`config.mk`:
```
export PLATFORM = sky130hd
export DESIGN_NAME = gfx256_zread_responder
export DESIGN_NICKNAME = d
export VERILOG_FILES = /design/src/rtl/gfx256_zread_responder.sv
export SDC_FILE = /design/constraint.sdc
export NUM_CORES = 1
export LEC_CHECK = 0
export CAP_MARGIN = 30
export CELL_PAD_IN_SITES_DETAIL_PLACEMENT = 2
export CELL_PAD_IN_SITES_GLOBAL_PLACEMENT = 2
export CORE_AREA = 2 2 281 283
export CTS_CLUSTER_SIZE = 10
export DETAILED_ROUTE_END_ITERATION = 7
export DIE_AREA = 0 0 283 285
export GPL_ROUTABILITY_DRIVEN = 1
export GPL_TIMING_DRIVEN = 0
export PLACE_DENSITY = 0.95
export SLEW_MARGIN = 40
export SYNTH_ARGS = -nofsm -noshare
export SYNTH_HDL_FRONTEND = slang
export SYNTH_SLANG_ARGS = --single-unit
```
`constraint.sdc`:
```
create_clock -name clk_i -period 31.1 [get_ports clk_i]
set_input_delay 6.22 -clock clk_i [delete_from_list [all_inputs] [get_ports clk_i]]
set_output_delay 6.22 -clock clk_i [all_outputs]
set_load 0.1 [all_outputs]
```
`src/rtl/gfx256_zread_responder.sv`:
```
// Z-buffer line read responder: serves one outstanding 256-bit line request
// from a single-entry line cache or from a Wishbone read cycle.
module gfx256_zread_responder (
  input  logic         clk_i,
  input  logic         rst_i,
  input  logic         cache_enable_i,
  input  logic         z_request_i,
  input  logic [31:5]  z_addr_i,
  input  logic [31:0]  z_sel_i,
  output logic         z_ack_o,
  output logic [255:0] z_data_o,
  output logic         wbm_busy_o,
  input  logic         inv_i,
  input  logic [31:5]  inv_addr_i,
  output logic         m_cyc_o,
  output logic         m_stb_o,
  output logic         m_we_o,
  output logic [31:0]  m_adr_o,
  output logic [31:0]  m_sel_o,
  input  logic [255:0] m_dat_i,
  input  logic         m_ack_i,
  input  logic         m_err_i,
  output logic         err_o
);

  localparam int unsigned LINE_W = 256;
  localparam int unsigned TAG_W  = 27;

  typedef enum logic [1:0] {ST_IDLE, ST_BUS, ST_RESP} state_t;

  state_t              r_state, w_state_nxt;
  logic                r_valid, w_valid_nxt;
  logic [TAG_W-1:0]    r_tag, w_tag_nxt;
  logic [LINE_W-1:0]   r_line, w_line_nxt;
  logic                r_ack, w_ack_nxt;
  logic                r_err, w_err_nxt;
  logic                r_cyc, w_cyc_nxt;
  logic [TAG_W-1:0]    r_adr, w_adr_nxt;
  logic [LINE_W-1:0]   r_data, w_data_nxt;
  logic                w_inv_hit;
  logic                w_hit;
  logic                w_unused_sel;

  // Byte selects are irrelevant: the whole line is always fetched.
  assign w_unused_sel = ^z_sel_i;

  assign w_inv_hit = inv_i & r_valid & (inv_addr_i == r_tag);
  assign w_hit     = cache_enable_i & r_valid & (r_tag == z_addr_i) & ~w_inv_hit;

  // State register and all registered outputs / cache contents.
  always_ff @(posedge clk_i or posedge rst_i) begin
    if (rst_i) begin
      r_state <= ST_IDLE;
      r_valid <= 1'b0;
      r_tag   <= '0;
      r_line  <= '0;
      r_ack   <= 1'b0;
      r_err   <= 1'b0;
      r_cyc   <= 1'b0;
      r_adr   <= '0;
      r_data  <= '0;
    end else begin
      r_state <= w_state_nxt;
      r_valid <= w_valid_nxt;
      r_tag   <= w_tag_nxt;
      r_line  <= w_line_nxt;
      r_ack   <= w_ack_nxt;
      r_err   <= w_err_nxt;
      r_cyc   <= w_cyc_nxt;
      r_adr   <= w_adr_nxt;
      r_data  <= w_data_nxt;
    end
  end

  // Next-state, cache update and output next-values.
  always_comb begin
    w_state_nxt = r_state;
    w_valid_nxt = r_valid & ~w_inv_hit;
    w_tag_nxt   = r_tag;
    w_line_nxt  = r_line;
    w_ack_nxt   = 1'b0;
    w_err_nxt   = 1'b0;
    w_cyc_nxt   = r_cyc;
    w_adr_nxt   = r_adr;
    w_data_nxt  = r_data;
    case (r_state)
      ST_IDLE: begin
        if (z_request_i) begin
          if (w_hit) begin
            w_data_nxt  = r_line;
            w_ack_nxt   = 1'b1;
            w_state_nxt = ST_RESP;
          end else begin
            w_adr_nxt   = z_addr_i;
            w_cyc_nxt   = 1'b1;
            w_state_nxt = ST_BUS;
          end
        end
      end
      ST_BUS: begin
        if (m_err_i) begin
          w_data_nxt  = '0;
          w_err_nxt   = 1'b1;
          w_ack_nxt   = 1'b1;
          w_cyc_nxt   = 1'b0;
          w_state_nxt = ST_RESP;
        end else if (m_ack_i) begin
          w_data_nxt  = m_dat_i;
          w_ack_nxt   = 1'b1;
          w_cyc_nxt   = 1'b0;
          w_state_nxt = ST_RESP;
          // A racing invalidate of the line being filled wins over the fill.
          if (cache_enable_i) begin
            if (inv_i && (inv_addr_i == r_adr)) begin
              w_valid_nxt = 1'b0;
            end else begin
              w_valid_nxt = 1'b1;
              w_tag_nxt   = r_adr;
              w_line_nxt  = m_dat_i;
            end
          end
        end
      end
      ST_RESP: w_state_nxt = ST_IDLE;
      default: w_state_nxt = ST_IDLE;
    endcase
  end

  assign z_ack_o    = r_ack;
  assign z_data_o   = r_data;
  assign err_o      = r_err;
  assign m_cyc_o    = r_cyc;
  assign m_stb_o    = r_cyc;
  assign m_we_o     = 1'b0;
  assign m_sel_o    = 32'hFFFF_FFFF;
  assign m_adr_o    = {r_adr, 5'b0};
  assign wbm_busy_o = (r_state != ST_IDLE) | z_request_i;

endmodule

```
==> flow_results.org <==
** Synthesis
- Averaged over all synthesized cells, the footprint is approximately 12 um^2.
- Xor and xnor area share after synthesis :: under 10%
- FF+latch count, synth :: 572
- Number of flops mapped to enable cells by yosys :: 0
- Summing the areas of all fa, ha and maj instances in the mapped netlist gives 0% of the synthesized area.
- Share of flip-flops with an asynchronous set or reset :: 100.0%
- Yosys mapped the design onto 30 distinct sky130hd cell types.
- Synth Area in Compound Gates :: 5.026%
- By area, the combinational part of the netlist is dominated by multiplexers.
- Synthesized-area fraction occupied by and/or/nand/nor cells :: 7.977%
- Mux share of post-synthesis cell area :: 27.02%
- Primary FF master, synth :: sky130_fd_sc_hd__dfrtp_1
- The Yosys step of the flow raised 0 warnings.
- Synthesized cell area :: 26880 um^2
- Synthesis produced between 2000 and 2500 cells.
- After synthesis, flip-flops and latches occupy 53.24% of the total area.

** Critical path
- The number of cells on the worst reg-to-reg path is 8.
- The critical path is of the input port to output pin type.
- Cell breakdown of the critical path :: clkdlybuf4s50_1, or3_1, buf_2
- The worst setup path is launched from an input port.
- Data required time at the worst endpoint :: 24880 ps
- Crit Path Max Fanout :: 3
- Data arrival time of the worst path :: 7310 ps
- The endpoint identified for the worst register-to-register timing path is r_line[12].
- Critical R2R Launch :: r_state[1]
- Start point of the critical path :: z_request_i
- Capturing element type of the critical path :: output pin
- Setup slack on the worst flop-to-flop path :: 27700 ps
- The slowest stage of the critical path belongs to the cell sky130_fd_sc_hd__clkdlybuf4s50_1.
- Maximum cell stage delay along the critical path :: 450 ps

** Drt
- Using the TritonRoute via totals, the vias-per-cell ratio works out to 5.135.
- In this run the top signal layer used is met5.
- Number of DRC markers after the initial detailed-route iteration :: 846
- Summed over all nets, wire length on met3 after detailed routing comes to 6359 um.
- Antenna Violating Nets Remaining :: 0
- Routed length per instance :: 27.51 um
- For this run, design rule violations remaining after detail routing come to 0.
- Wire segments on met2 add up to between 50000 and 60000 um in the final route.
- Wires add up to 111400 um.
- For this run, the detailed router's first-pass iteration total came to 5.
- For this block, the via count after detailed routing is 20800.
- The detailed router put a total of 41250 um of wire on met1.

** Timing
- The max-slew violation total from the final report is 0.
- Setup-failing EPs final :: 0
- Adding up every negative setup slack in the final design gives 0 ps.
- The final hold violation count came to 0.
- Final clock period utilization by the worst path :: 43.52%
- The routed design could run at a clock period as short as 13530 ps.
- Worst-case clock skew :: 32.68 ps
- Max-slew headroom at the worst pin :: 48.66%
- Least-Margin Pin Slew :: 770.1 ps
- Unrepaired setup endpoints after global routing :: no
- Highest attainable clock frequency :: 0.07389 GHz

** Global routing
- Maximum number of pins on one net before global-route repair :: 73
- The number of global-route vias before repair is 24620.
- Initial antenna violation count :: 36
- Overflow left after global routing :: 0
- Wire length of the first global-routing pass :: 165600 um
- Global routing used between 20% and 30% of the available tracks across all layers.

** Clock network
- Depth of the CTS H-tree :: 3
- Clock latency of the later-clocked register in the worst-skew pair :: 610 ps
- Once the clock tree was built, the resizer swapped 0 gates to a different size.
- Clock-pin slew was measured on the worst setup and hold paths at approximately 50 ps.
- CTS Buffer Depth :: 3
- Clock tree synthesis found a total of between 500 and 600 sinks.
- CTS tree :: yes
- CTS placed an instance of sky130_fd_sc_hd__clkbuf_16 at the clock tree root.
- The number of hold buffers added after CTS was 0.
- Clock buffers created by TritonCTS :: 70
- Buffers added to address setup during post-CTS repair amount to 0.

** Finish
- For this run, the post-layout net count is between 3000 and 4000.
- Compared with the post-synthesis result, the final layout area differs by 31.11%.
- Share of post-route cells with drive strength above 1 :: 35.48%

** Die
- Chip height :: 285 um
- Starting density of the core :: 34.48%
- IO Pins :: 675
- The total area inside the core boundary comes to 77970 um^2.
- Die area :: 80660 um^2
- Row count :: 103
- Die span in x :: around 280 um

** Placement
- Placed wire-length estimate :: 79740 um
- Number of buffers inserted by port buffering :: ~600
- At the end of routability-driven placement, the weighted congestion stood at 0.8386.

** Hold path
- Worst Hold Class :: flip-flop to flip-flop
- The worst hold path begins at z_data_o[214].
- For hold timing, the worst endpoint is z_data_o[214].
- Counting instances, the worst hold path has a depth of 1.

** Flow run
- Number of violations of the max-capacitance limit :: 0

** Outcome
- Result of the run :: finished clean
==> Yosys cell counts (8+ instances only) <==
library cell / count / share of area (%)
sky130_fd_sc_hd__buf_4: 40 / 1.1
sky130_fd_sc_hd__clkbuf_1: 85 / 1.2
sky130_fd_sc_hd__nand2_1: 515 / 7.2
sky130_fd_sc_hd__nor4_1: 8 / 0.19
sky130_fd_sc_hd__buf_2: 29 / 0.54
sky130_fd_sc_hd__xor2_1: 24 / 0.78
sky130_fd_sc_hd__buf_6: 27 / 1.1
sky130_fd_sc_hd__mux2_4: 237 / 13
sky130_fd_sc_hd__nand4_1: 15 / 0.35
sky130_fd_sc_hd__o21ai_0: 258 / 4.8
sky130_fd_sc_hd__mux2_2: 329 / 14
sky130_fd_sc_hd__dfrtp_1: 572 / 53
sky130_fd_sc_hd__xnor2_1: 57 / 1.9
==> critical path: cells and delay by family <==
| family | cells | cell delay, ps |
|---|---|---|
| buffers and inverters | 2 | 770 |
| AND/OR/NAND/NOR | 1 | 320 |
==> cell type report <==
cell class / instances / area, um^2
Multi-Input combinational cell: 1500 / 11610
Clock inverter: 7 / 68.82
Antenna cell: 29 / 72.57
Clock buffer: 91 / 1902
Sequential cell: 572 / 14310
Tap cell: 1050 / 1314
Buffer: 186 / 1099
Inverter: 2 / 15.01
Fill cell: 7835 / 42720
Timing Repair Buffer: 613 / 4852
==> through the flow <==
step / instances / setup WS [ps] / utilization, % / hold WS [ps] / cell area [um^2]
2_1_floorplan: 2260 / 8879 / - / 480.6 / 27020
3_3_place_gp: 3914 / 857.1 / 44.09 / 488.1 / 34380
3_5_place_dp: 3923 / 17560 / 42.58 / 490.5 / 33200
4_1_cts: 4021 / 17550 / 45.11 / 508.6 / 35170
5_1_grt: 4047 / 17520 / 45.20 / 513.5 / 35240
6_report: 4050 / 17570 / 45.21 / 505.9 / 35250
==> state kept, by name (all words and copies together) (netlist names) <==
signal and count:
r_line 256, z_data_o 256, r_adr 27, r_tag 27, r_state 2, err_o 1, m_cyc_o 1, r_valid 1
z_ack_o 1
==> per-layer routing <==
metal / vias up / global-route usage [%]
li1: 8921 / -
met3: 284 / 6.920
met2: 669 / 48.44
met4: 12 / 13.95
met1: 10910 / 29.76
met5: - / 0
==> layout by cell type (no fill, tap or decap), drive strengths merged <==
cell and n:
clkbuf 176, conb 38, or3 1, o21ai 258, nor4 8, xnor2 57, nor3 1, o211ai 1
buf 398, dfrtp 572, nor2 5, or4 1, mux2 566, a211oi 2, o21bai 1, nand2 515
o31ai 1, clkinv 5, xor2 24, diode 29, and4 1, nand3 3, nand2b 1, nand4 15
a21oi 1, clkdlybuf4s50 316, inv 4
==> worst max path at each step <==
stage / to / slack [ps] / cells past startpoint
6_report: wbm_busy_o / 17570 / 3
4_1_cts: wbm_busy_o / 17550 / 3
5_1_grt: wbm_busy_o / 17520 / 3
2_1_floorplan: err_o / 8880 / 1
3_5_place_dp: wbm_busy_o / 17560 / 3
3_3_place_gp: r_line[24] / 860 / 2
==> logic make-up (layout without fill, tap and decap cells) <==
family / count (synthesis) / in the layout
flip-flops: 572 / 572
multiplexers: 566 / 566
AND/OR/NAND/NOR: 551 / 551
AO/OA/AOI/OAI: 264 / 264
buffers and inverters: 188 / 899
XOR/XNOR: 81 / 81
other: 2 / 67
Power is left out: the tool's default activity adds up to more than one toggle a clock period on the data nets, which glitch-free logic cannot reach.
